<file path="config.mk">
export PLATFORM = sky130hd
export DESIGN_NAME = rmii_rx_framer
export DESIGN_NICKNAME = d
export VERILOG_FILES = /design/src/rtl/rmii_rx_framer.sv
export SDC_FILE = /design/constraint.sdc
export NUM_CORES = 1
export LEC_CHECK = 0
export BUFFER_PORTS_ARGS = -buffer_cell sky130_fd_sc_hd__buf_2
export CORE_MARGIN = 5
export CORE_UTILIZATION = 60
export CTS_CLUSTER_SIZE = 14
export DETAILED_ROUTE_END_ITERATION = 10
export GPL_ROUTABILITY_DRIVEN = 0
export PLACE_DENSITY = 0.91
export SYNTH_ARGS = -nofsm -noshare
export SYNTH_HDL_FRONTEND = slang
export SYNTH_SLANG_ARGS = --single-unit
</file>
<file path="constraint.sdc">
create_clock -name i_clk -period 2.05 [get_ports i_clk]
set_input_delay 0.5125 -clock i_clk [delete_from_list [all_inputs] [get_ports i_clk]]
set_output_delay 0.5125 -clock i_clk [all_outputs]
set_load 0.05 [all_outputs]
</file>
<file path="src/rtl/rmii_rx_framer.sv">
// rmii_rx_framer
// RMII receive front-end. It samples crsdv/rxd dibits on the 50 MHz reference
// clock and strips the preamble and SFD. It packs the payload dibits into bytes
// for the MAC receiver and runs a CRC-32 over the frame. At the end of each
// frame it reports status for that frame.
//
// Ports
//   i_clk        RMII 50 MHz reference clock, all logic on posedge
//   i_rst_n      synchronous reset, active-low
//   i_crsdv      RMII carrier sense / data valid
//   i_rxd[1:0]   RMII receive dibit, LSB-first
//   o_data[7:0]  received byte (DA..FCS inclusive)
//   o_valid      one-cycle strobe, o_data holds a new byte
//   o_sof        high with o_valid on the first byte after SFD
//   o_done       one-cycle end-of-frame strobe, status below valid with it
//   o_len[10:0]  bytes received in the frame, saturates at MAX_LEN
//   o_fcs_ok     CRC residue correct
//   o_err_align  frame ended on a non-byte boundary
//   o_err_len    frame shorter than MIN_LEN or longer than MAX_LEN
//
// state    | meaning
// ---------+---------------------------------------------------------------
// S_IDLE   | no carrier; a rising crsdv is judged as a preamble dibit at once
// S_PRE    | counting 01 preamble dibits, waiting for the 11 SFD dibit
// S_DATA   | assembling bytes and running the CRC
// S_DROP   | discarding the rest of the carrier (bad preamble or oversize)
module rmii_rx_framer #(
  parameter int PRE_MIN = 8,
  parameter int MIN_LEN = 64,
  parameter int MAX_LEN = 1522
) (
  input  logic        i_clk,
  input  logic        i_rst_n,
  input  logic        i_crsdv,
  input  logic [1:0]  i_rxd,
  output logic [7:0]  o_data,
  output logic        o_valid,
  output logic        o_sof,
  output logic        o_done,
  output logic [10:0] o_len,
  output logic        o_fcs_ok,
  output logic        o_err_align,
  output logic        o_err_len
);

  localparam logic [1:0] S_IDLE = 2'd0;
  localparam logic [1:0] S_PRE  = 2'd1;
  localparam logic [1:0] S_DATA = 2'd2;
  localparam logic [1:0] S_DROP = 2'd3;

  localparam int PW = (PRE_MIN < 2) ? 1 : $clog2(PRE_MIN + 1);
  localparam logic [PW-1:0] PRE_SAT     = PW'(PRE_MIN);
  localparam logic [31:0]   CRC_POLY    = 32'hEDB88320;
  localparam logic [31:0]   CRC_RESIDUE = 32'hDEBB20E3;
  localparam logic [10:0]   LEN_MAX     = 11'(MAX_LEN);
  localparam logic [10:0]   LEN_MIN     = 11'(MIN_LEN);

  logic [1:0]    r_state;
  logic [PW-1:0] r_pre_cnt;
  logic [1:0]    r_dibit_cnt;
  logic [5:0]    r_shift;
  logic [31:0]   r_crc;
  logic          r_first;
  logic          r_oversize;
  logic [7:0]    r_data;
  logic          r_valid;
  logic          r_sof;
  logic          r_done;
  logic [10:0]   r_len;
  logic          r_fcs_ok;
  logic          r_err_align;
  logic          r_err_len;

  logic [PW-1:0] w_pre_base;
  logic          w_pre_ok;
  logic [31:0]   w_crc_b0;
  logic [31:0]   w_crc_next;

  // From IDLE the incoming dibit is judged as if the preamble count were zero.
  assign w_pre_base = (r_state == S_IDLE) ? '0 : r_pre_cnt;
  assign w_pre_ok   = (w_pre_base >= PRE_SAT);

  // Reflected CRC-32, two bits per clock, rxd[0] is the earlier bit on the wire.
  assign w_crc_b0   = {1'b0, r_crc[31:1]} ^ ((r_crc[0] ^ i_rxd[0]) ? CRC_POLY : 32'h0);
  assign w_crc_next = {1'b0, w_crc_b0[31:1]} ^ ((w_crc_b0[0] ^ i_rxd[1]) ? CRC_POLY : 32'h0);

  always_ff @(posedge i_clk) begin
    if (!i_rst_n) begin
      r_state     <= S_IDLE;
      r_pre_cnt   <= '0;
      r_dibit_cnt <= 2'd0;
      r_shift     <= 6'd0;
      r_crc       <= 32'hFFFFFFFF;
      r_first     <= 1'b0;
      r_oversize  <= 1'b0;
      r_data      <= 8'd0;
      r_valid     <= 1'b0;
      r_sof       <= 1'b0;
      r_done      <= 1'b0;
      r_len       <= 11'd0;
      r_fcs_ok    <= 1'b0;
      r_err_align <= 1'b0;
      r_err_len   <= 1'b0;
    end else begin
      r_valid <= 1'b0;
      r_sof   <= 1'b0;
      r_done  <= 1'b0;
      case (r_state)
        S_IDLE, S_PRE: begin
          if (!i_crsdv) begin
            r_state <= S_IDLE;
          end else begin
            case (i_rxd)
              2'b01: begin
                r_state   <= S_PRE;
                r_pre_cnt <= (w_pre_base < PRE_SAT) ? w_pre_base + PW'(1) : w_pre_base;
              end
              2'b00: begin
                r_state   <= S_PRE;
                r_pre_cnt <= '0;
              end
              2'b11: begin
                if (w_pre_ok) begin
                  // SFD: the previous frame's length and status are released here.
                  r_state     <= S_DATA;
                  r_dibit_cnt <= 2'd0;
                  r_len       <= 11'd0;
                  r_crc       <= 32'hFFFFFFFF;
                  r_first     <= 1'b1;
                  r_oversize  <= 1'b0;
                  r_fcs_ok    <= 1'b0;
                  r_err_align <= 1'b0;
                  r_err_len   <= 1'b0;
                end else begin
                  r_state <= S_DROP;
                end
              end
              default: r_state <= S_DROP;
            endcase
          end
        end
        S_DATA: begin
          if (i_crsdv) begin
            r_crc       <= w_crc_next;
            r_dibit_cnt <= r_dibit_cnt + 2'd1;
            r_shift     <= {i_rxd, r_shift[5:2]};
            if (r_dibit_cnt == 2'd3) begin
              if (r_len >= LEN_MAX) begin
                r_state    <= S_DROP;
                r_oversize <= 1'b1;
              end else begin
                r_valid <= 1'b1;
                r_data  <= {i_rxd, r_shift};
                r_sof   <= r_first;
                r_first <= 1'b0;
                r_len   <= r_len + 11'd1;
              end
            end
          end else begin
            r_state     <= S_IDLE;
            r_done      <= 1'b1;
            r_fcs_ok    <= (r_dibit_cnt == 2'd0) && (r_crc == CRC_RESIDUE);
            r_err_align <= (r_dibit_cnt != 2'd0);
            r_err_len   <= (r_len < LEN_MIN);
          end
        end
        S_DROP: begin
          if (!i_crsdv) begin
            r_state <= S_IDLE;
            // Only an oversize frame (entered from DATA) reports completion.
            if (r_oversize) begin
              r_done      <= 1'b1;
              r_fcs_ok    <= 1'b0;
              r_err_align <= (r_dibit_cnt != 2'd0);
              r_err_len   <= 1'b1;
            end
            r_oversize <= 1'b0;
          end
        end
        default: r_state <= S_IDLE;
      endcase
    end
  end

  assign o_data      = r_data;
  assign o_valid     = r_valid;
  assign o_sof       = r_sof;
  assign o_done      = r_done;
  assign o_len       = r_len;
  assign o_fcs_ok    = r_fcs_ok;
  assign o_err_align = r_err_align;
  assign o_err_len   = r_err_len;

endmodule
</file>
Word-level counts from Yosys, hierarchy flattened
Index checks and enable logic that the tools add are counted.
{"block": "word_totals", "n_memories": 0, "latch_bits": 0, "romBits": 0, "output_inout_bits": 25, "inputBits": 5, "reg_bits": 73, "ramBits": 0, "wordCells": 131}
{"block": "classes", "reduce_logical": 19, "eq_ne": 19, "mul": 0, "n_lt_le_gt_ge": 4, "n_mux": 62, "n_addsub": 3, "n_div": 0, "shifts": 0, "bitwise": 9}
{"operator": "32-bit two-way mux", "n": 6}
{"operator": "11-bit two-way mux", "n": 6}
{"operator": "32-bit one-hot mux with 2 select lines", "n": 1}
{"operator": "31-bit by 32-bit XOR with 32-bit output", "n": 2}
{"operator": "32-bit equality test (second input constant)", "n": 1}
{"operator": "1-bit two-way mux", "n": 27}
{"operator": "11-bit one-hot mux with 2 select lines", "n": 1}
{"operator": "2-bit two-way mux", "n": 9}
{"operator": "2-bit inequality test (second input constant)", "n": 9}
{"operator": "7-bit AND reduction", "n": 2}
{"operator": "1-bit one-hot mux with 3 select lines", "n": 4}
{"operator": "11-bit by 1-bit adder with 11-bit output (second input constant)", "n": 1}
{"operator": "11-bit >= comparator (second input constant)", "n": 1}
{"operator": "11-bit by 7-bit less-than comparator with 1-bit output (second input constant)", "n": 1}
{"operator": "2-bit equality test (second input constant)", "n": 4}
{"operator": "4-bit two-way mux", "n": 2}
{"operator": "2-bit one-hot mux with 2 select lines", "n": 2}
{"operator": "4-bit one-hot mux with 2 select lines", "n": 1}
{"operator": "4-bit AND reduction", "n": 2}
{"operator": "2-bit logical NOT", "n": 3}
{"operator": "3-bit inequality test (second input constant)", "n": 2}
{"operator": "2-bit one-hot mux with 3 select lines", "n": 1}
{"operator": "3-bit AND reduction", "n": 2}
{"operator": "6-bit AND reduction", "n": 1}
{"operator": "other kinds (15)", "n": 25}

Longest topological paths before layout
Gate-level depths: netlist (run 1).
{"block": "depth", "ltp_word": 8, "depth_mapped": 9, "depth_no_buf": 7}

Worst setup path before layout (run 1)
No wires, ideal clock.
{"block": "synth_timing", "kind": "reg2reg", "startpoint": "register r_len[1] (netlist: o_len[1])", "endpoint": "register r_len[6] (netlist: o_len[6])", "stages_incl_launch_ff": 6, "setup_slack_ns": 0.096, "required_ns": 1.930, "t_arrival_ns": 1.834, "synth_period_minus_slack_ns": 1.954, "setup_time_ns": 0.120, "path_buffers": 0, "cell_sequence": "dfxtp_1 -> ha_1 -> o41ai_4 -> o31ai_4 -> nor4_1 -> a211o_1"}
{"block": "synth_between", "elab_chain_len": 5, "elab_cells_between_ends": 8, "cone_classes": "add/sub: 1; order compare: 1; eq/ne: 1; mux: 4; reduce/logical: 1"}
{"element": "start: declaration", "line": "69", "rtl": "logic [10:0] r_len;"}
{"element": "start signal: assignment", "line": "156", "rtl": "r_len <= r_len + 11'd1;"}
{"element": "11-bit by 1-bit adder with 11-bit output", "line": "156"}
{"element": "11-bit two-way mux", "line": "148", "rtl": "if (r_len >= LEN_MAX) begin"}
{"element": "11-bit two-way mux", "line": "147", "rtl": "if (r_dibit_cnt == 2'd3) begin"}
{"element": "11-bit two-way mux", "line": "143", "rtl": "if (i_crsdv) begin"}
{"element": "11-bit one-hot mux with 2 select lines", "line": "108", "rtl": "case (r_state)"}
Several ways; a longest one is shown, not always the timed one. The select of a mux whose other input is x is not followed.
A chain may end at the register's enable or synchronous reset.

Worst setup path after layout (run 1)
{"block": "layout_timing", "startpoint": "register r_dibit_cnt[1]", "endpoint": "register r_fcs_ok (netlist: o_fcs_ok)"}
{"block": "layout_between", "elab_chain_len": 4}
{"element": "start: declaration", "line": "60", "rtl": "logic [1:0] r_dibit_cnt;"}
{"element": "start signal: assignment", "line": "145", "rtl": "r_dibit_cnt <= r_dibit_cnt + 2'd1;"}
{"element": "2-bit logical NOT", "line": "162", "rtl": "r_fcs_ok <= (r_dibit_cnt == 2'd0) && (r_crc == CRC_RESIDUE);"}
{"element": "1-bit logical AND", "line": "162"}
{"element": "1-bit two-way mux", "line": "143"}
{"element": "1-bit one-hot mux with 3 select lines", "line": "108"}
{"element": "end signal: assignment", "line": "162"}
{"element": "end: declaration", "line": "70", "rtl": "logic r_fcs_ok;"}
Every way passes these cells. The select of a mux whose other input is x is not followed.

==> reports/summary.log, run 1 <==
[placement] count of buffers inserted at the top-level ports 29
[critical_path] required time of the critical path 2.33 ns
[critical_path] critical path arrival 2.29 ns
[cts] Num CTS Buffers 9
[detailed_routing] length of the first detailed-routing pass in iterations 5
[timing] Setup-failing EPs final 0
[detailed_routing] drt via density 6.240
[cts] number of buffers on the longest clock path 2
[cts] # Post-CTS Setup Buffers 0
[yosys] Ys Warns 0
[timing] Fmax 498.4 MHz
[yosys] Seq cells post-synth 73
[final_layout] fraction of final layout cells sized beyond drive strength 1 17.15%
[detailed_routing] antenna-violating nets left 0
[critical_path] number of cells traversed by the worst register-to-register path 6
[yosys] Post-synth top flop dfxtp_1
[detailed_routing] WL per Instance 17.12 um
[power] worst voltage drop across the vdd grid 0.0009113 V
[cts] clock insertion delay at the later pin of the skew report 0.35 ns
[placement] placement-stage cell area 3926 um^2
[grt] wire length of the first global-routing pass 14,840 um
[yosys] portion of the post-synthesis area used by sequential elements 39.46%
[critical_path] sort of element at the end of the critical path register
[grt] vias in the first global route 3,031
[timing] Final Hold Violating Endpoints 0
[detailed_routing] vias after detailed routing 3,270
[yosys] Gate Count Post-Synth 415
[timing] worst clock skew 0.01172 ns
[run_status] status finished clean
[cts] clock-pin slew on the worst setup and hold paths 0.08 ns
[cts] total clock sinks 73
[final_layout] Post-Layout Inst Area 4179 um^2
[detailed_routing] Residual DRC 0
[grt] initial antenna violation count 0
[cts] number of buffers added to fix hold violations after cts 0
[die] starting density of the core 62.18%
[critical_path] worst-path cell with the longest stage delay nor4_1
[timing] relative slew slack 58.89%
[hold_path] Hold Path End o_sof
[yosys] top-count cell post-synth dfxtp_1
[cts] TritonCTS clock tree done
[timing] Worst-Margin Slew 0.6154 ns
[die] die area 7844 um^2
[final_layout] synthesis-to-layout area growth 12.84%
[critical_path] critical path startpoint category register
[die] Die X-Extent 88.57 um
[critical_path] register-to-register path setup slack 0.04 ns
[cts] master cell of the clock root buffer clkbuf_8
[yosys] synth unique cells 60
[timing] unrepaired setup endpoints after global routing no
[detailed_routing] violation count after the first detailed-route iteration 328
[critical_path] Max Fanout on Critical Path 2
[hold_path] worst min-delay path class reg2reg
[job] max capacitance violation total 0
[die] Core Area 5956 um^2
[timing] Tmin final 2.007 ns
[power] Leak 1.735 nW
[die] y dimension of the die 88.57 um
[yosys] Synth async-reset ratio 0%
[die] number of core rows 28
[timing] Final Max Slew Viols 0
[grt] Overflow after GRT 0
[critical_path] reg2reg end o_fcs_ok
[yosys] mapped cell area 3704 um^2
[critical_path] Crit Reg-Reg Startpoint r_dibit_cnt[1]
[grt] overall fraction of global-route tracks in use 24.54%
[yosys] Synth area leaders dfxtp_1, xnor3_1, o21ai_0
[yosys] fraction of post-synthesis cell area in the top cell type by area 39.46%
[final_layout] final net count 454
[yosys] Synth Net Count 425
[power] areal power density over the cells 732.4 nW/um^2
[yosys] largest area contributor in the synthesized netlist dfxtp_1
[die] Top-Level Pins 30
[hold_path] hold depth 1
[detailed_routing] total wire length after detailed routing 8972 um
[final_layout] Final Core Density 70.17%
[cts] post-cts sizing count 0
[critical_path] Critical Setup Path Class reg2reg
[hold_path] Hold Path Origin r_first
[grt] pin count of the biggest net entering global routing 33
[yosys] mean instance size in the synthesized netlist 8.924 um^2
[critical_path] critical path cell sequence inv_1 -> ha_1 -> or4b_1 -> nor4_1 -> nand4_1 -> a21oi_1
[yosys] list of most frequent post-synthesis cells dfxtp_1, nand2_1, o21ai_0
[timing] fraction of the cycle the final worst path needs 97.88%
[critical_path] delay contributed by the slowest stage of the critical path 0.45 ns
[final_layout] Antenna Diode Count 0
[cts] H-tree lvl count 3
[placement] HPWL after detailed placement 6075 um
[yosys] number of flops mapped to enable cells by yosys 0
[timing] Setup TNS 0 ns
## where the power goes
part	switching (mW)	internal [mW]
Sequential	0.0207	1.43
Clock	0.551	0.845
Combinational	0.119	0.0903
## layout make-up
cell class                      count  area, um^2
Fill cell                         459        1777
Multi-Input combinational cell    303        2046
Clock inverter                      6       115.1
Inverter                            8       30.03
Clock buffer                       10       137.6
Timing Repair Buffer               49       295.3
Sequential cell                    73        1461
Tap cell                           75       93.84
## critical path: cells and delay by family, from the launching register on
family	cells	cell delay, ns
buf+inv	1	0.09
flops	1	0.32
compound gates	1	0.20
fa+ha+maj	1	0.22
simple gates	3	1.10
## kinds of logic after synthesis
| logic type | Yosys count | share of synthesized area, % |
|---|---|---|
| flops | 73 | 39.46 |
| buf+inv | 39 | 5.304 |
| mux | 3 | 0.8446 |
| simple gates | 168 | 23.51 |
| compound gates | 105 | 18.45 |
| fa+ha+maj | 5 | 1.689 |
| xor+xnor | 22 | 10.74 |
## flip-flops by register name (all words and copies together) (netlist names)
name         cells
r_pre_cnt        4
r_oversize       1
o_err_len        1
r_state          2
o_err_align      1
r_crc           32
o_fcs_ok         1
r_first          1
o_data           8
o_done           1
r_dibit_cnt      2
o_sof            1
o_len           11
r_shift          6
o_valid          1
## worst max-delay path by stage
| stage | startpoint | endpoint | slack, ns | cells after the start |
|---|---|---|---|---|
| 6_report | r_dibit_cnt[1] | o_fcs_ok | 0.04 | 6 |
| 5_1_grt | r_state[1] | o_fcs_ok | 0.03 | 4 |
| 4_1_cts | r_dibit_cnt[1] | o_fcs_ok | 0.12 | 6 |
| 3_5_place_dp | i_rxd[1] | r_pre_cnt[2] | 0.18 | 6 |
| 3_3_place_gp | i_rxd[1] | r_crc[29] | 0.27 | 6 |
| 2_1_floorplan | o_len[1] | o_len[6] | 0.1 | 5 |
## metal layers
layer | track usage, % | up-vias | routed length, um
li1 | - | 1547 | -
met1 | 32.32 | 1558 | 3806
met2 | 38.89 | 148 | 4371
met3 | 6.518 | 17 | 670
met4 | 9.066 | 0 | 124
met5 | 0 | - | 0
## stage by stage
stage               total power [mW]  hold WS, ns  worst slack, ns  cells
floorplan                      1.639       0.4296          0.09603    415
global placement               1.684       0.4448           0.2655    508
detailed placement             1.693       0.4484           0.1768    508
CTS                            3.071       0.4580           0.1214    524
global route                   3.165       0.4750          0.02729    524
finish                         3.061       0.4502          0.04349    524
## cells in the final DEF, fill, tap and decap left out, types with 2 or more instances in the layout
cell / n
nand3_1: 29
nand3b_1: 2
dfxtp_1: 73
nor3b_1: 2
o221ai_1: 6
ha_1: 5
xnor2_1: 6
o211ai_1: 7
clkbuf_8: 10
o21a_1: 3
buf_2: 29
nand4b_1: 5
nand2_1: 55
mux2i_1: 2
and3_1: 2
buf_4: 20
nor4_1: 3
nor2_1: 19
o21ai_0: 46
nand2b_1: 4
or4_1: 2
or4bb_1: 2
xnor3_1: 13
inv_1: 8
nor3_1: 7
or3_1: 15
a21oi_1: 21
a211oi_1: 2
o22ai_1: 4
nor2b_1: 3
and2_1: 2
clkinv_4: 2
nand4_1: 8
bufinv_16: 3
or4b_1: 2
(Power assumes the default switching activity.)
==> run 2: changes to the inputs <==
--- a/config.mk
+++ b/config.mk
@@ -5,13 +5,14 @@
 export SDC_FILE = /design/constraint.sdc
 export NUM_CORES = 1
 export LEC_CHECK = 0
+export ABC_AREA = 1
 export BUFFER_PORTS_ARGS = -buffer_cell sky130_fd_sc_hd__buf_2
 export CORE_MARGIN = 5
-export CORE_UTILIZATION = 60
+export CORE_UTILIZATION = 59
 export CTS_CLUSTER_SIZE = 14
 export DETAILED_ROUTE_END_ITERATION = 10
 export GPL_ROUTABILITY_DRIVEN = 0
-export PLACE_DENSITY = 0.91
+export PLACE_DENSITY = 0.79
 export SYNTH_ARGS = -nofsm -noshare
 export SYNTH_HDL_FRONTEND = slang
 export SYNTH_SLANG_ARGS = --single-unit
==> run 2 against run 1 <==
Final cell count is 17% higher. Routed wire length is 2.5% lower. Combinational power increased by 66%. Worst setup slack better by 0.20 ns. Count of clock-buffer cells in the layout up 1. Clock power shrank 9%. Final area down 4.5%. Flip-flop and latch count did not move. Critical path type unchanged.
==> reports/summary.log, run 2 <==
[die] Die X-Extent 87.96 um [was 88.57 um]
[detailed_routing] total wire length after detailed routing 8746 um [was 8972 um]
[yosys] Synth async-reset ratio 0% [unchanged]
[power] Overall Power 3.123 mW [was 3.061 mW]
[yosys] Post-synth top flop dfxtp_1 [unchanged]
[placement] count of buffers inserted at the top-level ports 29 [unchanged]
[detailed_routing] Residual DRC 0 [unchanged]
[yosys] mean instance size in the synthesized netlist 7.143 um^2 [was 8.924 um^2]
[critical_path] critical path arrival 2.07 ns [was 2.29 ns]
[yosys] list of most frequent post-synthesis cells nand2_1, dfxtp_1, nor2_1 [was dfxtp_1, nand2_1, o21ai_0]
[die] Top-Level Pins 30 [unchanged]
[power] combinational share of power 11.1% [was 6.8%]
[timing] fraction of the cycle the final worst path needs 88.12% [was 97.88%]
[final_layout] commonest non-fill, non-tap cell in the layout nand2_1 [was dfxtp_1]
[placement] number of placed instances with taps included 595 [was 508]
[power] worst voltage drop across the vdd grid 0.0004686 V [was 0.0009113 V]
[hold_path] worst min-delay path class reg2reg [unchanged]
[critical_path] Max Fanout on Critical Path 22 [was 2]
[yosys] Synth Net Count 512 [was 425]
[detailed_routing] length of the first detailed-routing pass in iterations 5 [unchanged]
[power] total internal power 2.312 mW [was 2.370 mW]
[placement] Worst Setup Slack post-DPL 0.2144 ns [was 0.1768 ns]
[final_layout] Post-Layout Inst Area 3991 um^2 [was 4179 um^2]
[yosys] synth unique cells 31 [was 60]
[detailed_routing] drt via density 5.730 [was 6.240]
[cts] clock-pin slew on the worst setup and hold paths 0.07 ns [was 0.08 ns]
[cts] number of buffers on the longest clock path 2 [unchanged]
[yosys] portion of the post-synthesis area used by sequential elements 40.75% [was 39.46%]
[grt] overall fraction of global-route tracks in use 24.33% [was 24.54%]
[timing] Setup TNS 0 ns [unchanged]
[cts] TritonCTS clock tree done [unchanged]
[detailed_routing] vias after detailed routing 3,501 [was 3,270]
[placement] HPWL after detailed placement 6045 um [was 6075 um]
[timing] worst clock skew 0.005887 ns [was 0.01172 ns]
[power] switching part of the total power 25.97% [was 22.57%]
[detailed_routing] antenna-violating nets left 0 [unchanged]
[detailed_routing] violation count after the first detailed-route iteration 283 [was 328]
[final_layout] fin cells 611 [was 524]
[cts] total clock sinks 73 [unchanged]
[die] number of core rows 28 [unchanged]
[timing] Fmax 553.6 MHz [was 498.4 MHz]
[yosys] Synth area leaders dfxtp_1, nand2_1, o21ai_0 [was dfxtp_1, xnor3_1, o21ai_0]
[grt] Overflow after GRT 0 [unchanged]
[yosys] top-count cell post-synth nand2_1 [was dfxtp_1]
[final_layout] final net count 541 [was 454]
[cts] # Post-CTS Setup Buffers 0 [unchanged]
[grt] initial antenna violation count 0 [unchanged]
[final_layout] top library cells by usage in the layout, fill and taps aside nand2_1, dfxtp_1, nor2_1 [was dfxtp_1, nand2_1, o21ai_0]
[critical_path] required time of the critical path 2.31 ns [was 2.33 ns]
[yosys] number of flops mapped to enable cells by yosys 0 [unchanged]
[timing] Worst-Margin Slew 0.4869 ns [was 0.6154 ns]
[cts] Num CTS Buffers 9 [unchanged]
[final_layout] flip-flop count of the largest register, all copies and words added 32 [unchanged]
[final_layout] synthesis-to-layout area growth 11.31% [was 12.84%]
[cts] H-tree lvl count 3 [unchanged]
[grt] wire length of the first global-routing pass 15,030 um [was 14,840 um]
[critical_path] Critical Setup Path Class reg2reg [unchanged]
[detailed_routing] WL per Instance 14.31 um [was 17.12 um]
[yosys] Ys Warns 0 [unchanged]
[placement] placement-stage cell area 3762 um^2 [was 3926 um^2]
[grt] vias in the first global route 3,241 [was 3,031]
[job] max capacitance violation total 0 [unchanged]
[critical_path] sort of element at the end of the critical path register [unchanged]
[power] power spent charging and discharging nets 811.0 uW [was 690.8 uW]
[power] Clk pwr share 40.7% [was 45.6%]
[die] y dimension of the die 87.96 um [was 88.57 um]
[power] Leak 1.869 nW [was 1.735 nW]
[timing] unrepaired setup endpoints after global routing no [unchanged]
[cts] master cell of the clock root buffer clkbuf_8 [unchanged]
[timing] minimum setup slack in the final design 0.2436 ns [was 0.04349 ns]
[critical_path] critical path startpoint category register [unchanged]
[cts] number of buffers added to fix hold violations after cts 0 [unchanged]
[timing] Tmin final 1.806 ns [was 2.007 ns]
[final_layout] Antenna Diode Count 0 [unchanged]
[final_layout] fraction of final layout cells sized beyond drive strength 1 14.74% [was 17.15%]
[die] Core Area 5921 um^2 [was 5956 um^2]
[yosys] mapped cell area 3586 um^2 [was 3704 um^2]
[die] die area 7737 um^2 [was 7844 um^2]
[timing] Final Max Slew Viols 0 [unchanged]
[timing] Final Hold Violating Endpoints 0 [unchanged]
[cts] post-cts sizing count 0 [unchanged]
[grt] pin count of the biggest net entering global routing 29 [was 33]
[power] share of total power in sequential cells 48.1% [was 47.5%]
[yosys] Gate Count Post-Synth 502 [was 415]
[cts] clock insertion delay at the later pin of the skew report 0.34 ns [was 0.35 ns]
[power] areal power density over the cells 782.5 nW/um^2 [was 732.4 nW/um^2]
[yosys] fraction of post-synthesis cell area in the top cell type by area 40.75% [was 39.46%]
[die] starting density of the core 60.57% [was 62.18%]
[final_layout] register with the most flip-flops r_crc [unchanged]
[run_status] status finished clean [unchanged]
[timing] Setup-failing EPs final 0 [unchanged]
[yosys] largest area contributor in the synthesized netlist dfxtp_1 [unchanged]
[timing] relative slew slack 67.49% [was 58.89%]
[yosys] Seq cells post-synth 73 [unchanged]
==> run 2: final cells by class <==
cell class / instances / area, um^2
clock buffer: 11 / 151.4
clock inverter: 5 / 77.57
fill: 523 / 1929
inverter: 60 / 227.7
multi-input combinational: 347 / 1752
sequential: 73 / 1461
tap: 75 / 93.84
timing repair buffer: 40 / 227.7
==> run 2: kinds of logic (layout without fill, tap and decap cells) <==
kind of cell               Yosys count  count (layout)  synth area share (%)
AOI/OAI and AO/OA                  122             122                 18.53
xor gates and xnor gates             5               5                 1.431
adders and majority gates            5               5                 1.745
buffers and inverters               82             116                 10.40
and+or+nand+nor                    215             215                 27.15
DFF                                 73              73                 40.75
==> run 2: final timing paths <==
check	from	end	slack, ns	cells after the start
hold reg to reg	o_data[7]	o_data[7]	0.46	2
setup reg to reg	r_state[1]	o_len[4]	0.24	7
hold / removal	o_data[7]	o_data[7]	0.46	2
setup / recovery	r_state[1]	o_len[4]	0.24	7
==> run 2: power groups by stage <==
stage | logic, mW | clock network (mW) | registers (mW)
after floorplan | 0.241 | 0 | 1.55
after global routing | 0.387 | 1.36 | 1.51
after global placement | 0.330 | 0 | 1.53
final | 0.347 | 1.27 | 1.50
after CTS | 0.343 | 1.29 | 1.50
after detailed placement | 0.341 | 0 | 1.53
==> run 2: worst max-delay path: stages, from the launching register on <==
cell and delay [ns]:
dfxtp_1 0.52, nand2_2 0.20, buf_4 0.26, nor2_1 0.17, inv_2 0.14, nand3_4 0.19, nand2_1 0.09, a21oi_1 0.14
==> run 2: layer usage <==
| metal | GRT usage (%) | wire (um) | vias to the layer above |
|---|---|---|---|
| met5 | 0 | 0 | - |
| met4 | 9.763 | 143 | 0 |
| met3 | 4.798 | 586 | 18 |
| met2 | 37.81 | 4031 | 141 |
| met1 | 33.16 | 3985 | 1624 |
| li1 | - | - | 1718 |
==> run 2: metrics by stage <==
step / hold slack (ns) / util, %
5_1_grt: 0.4671 / 67.41
3_3_place_gp: 0.4481 / 63.55
4_1_cts: 0.4540 / 67.41
2_1_floorplan: 0.4342 / -
3_5_place_dp: 0.4522 / 63.55
6_report: 0.4618 / 67.41
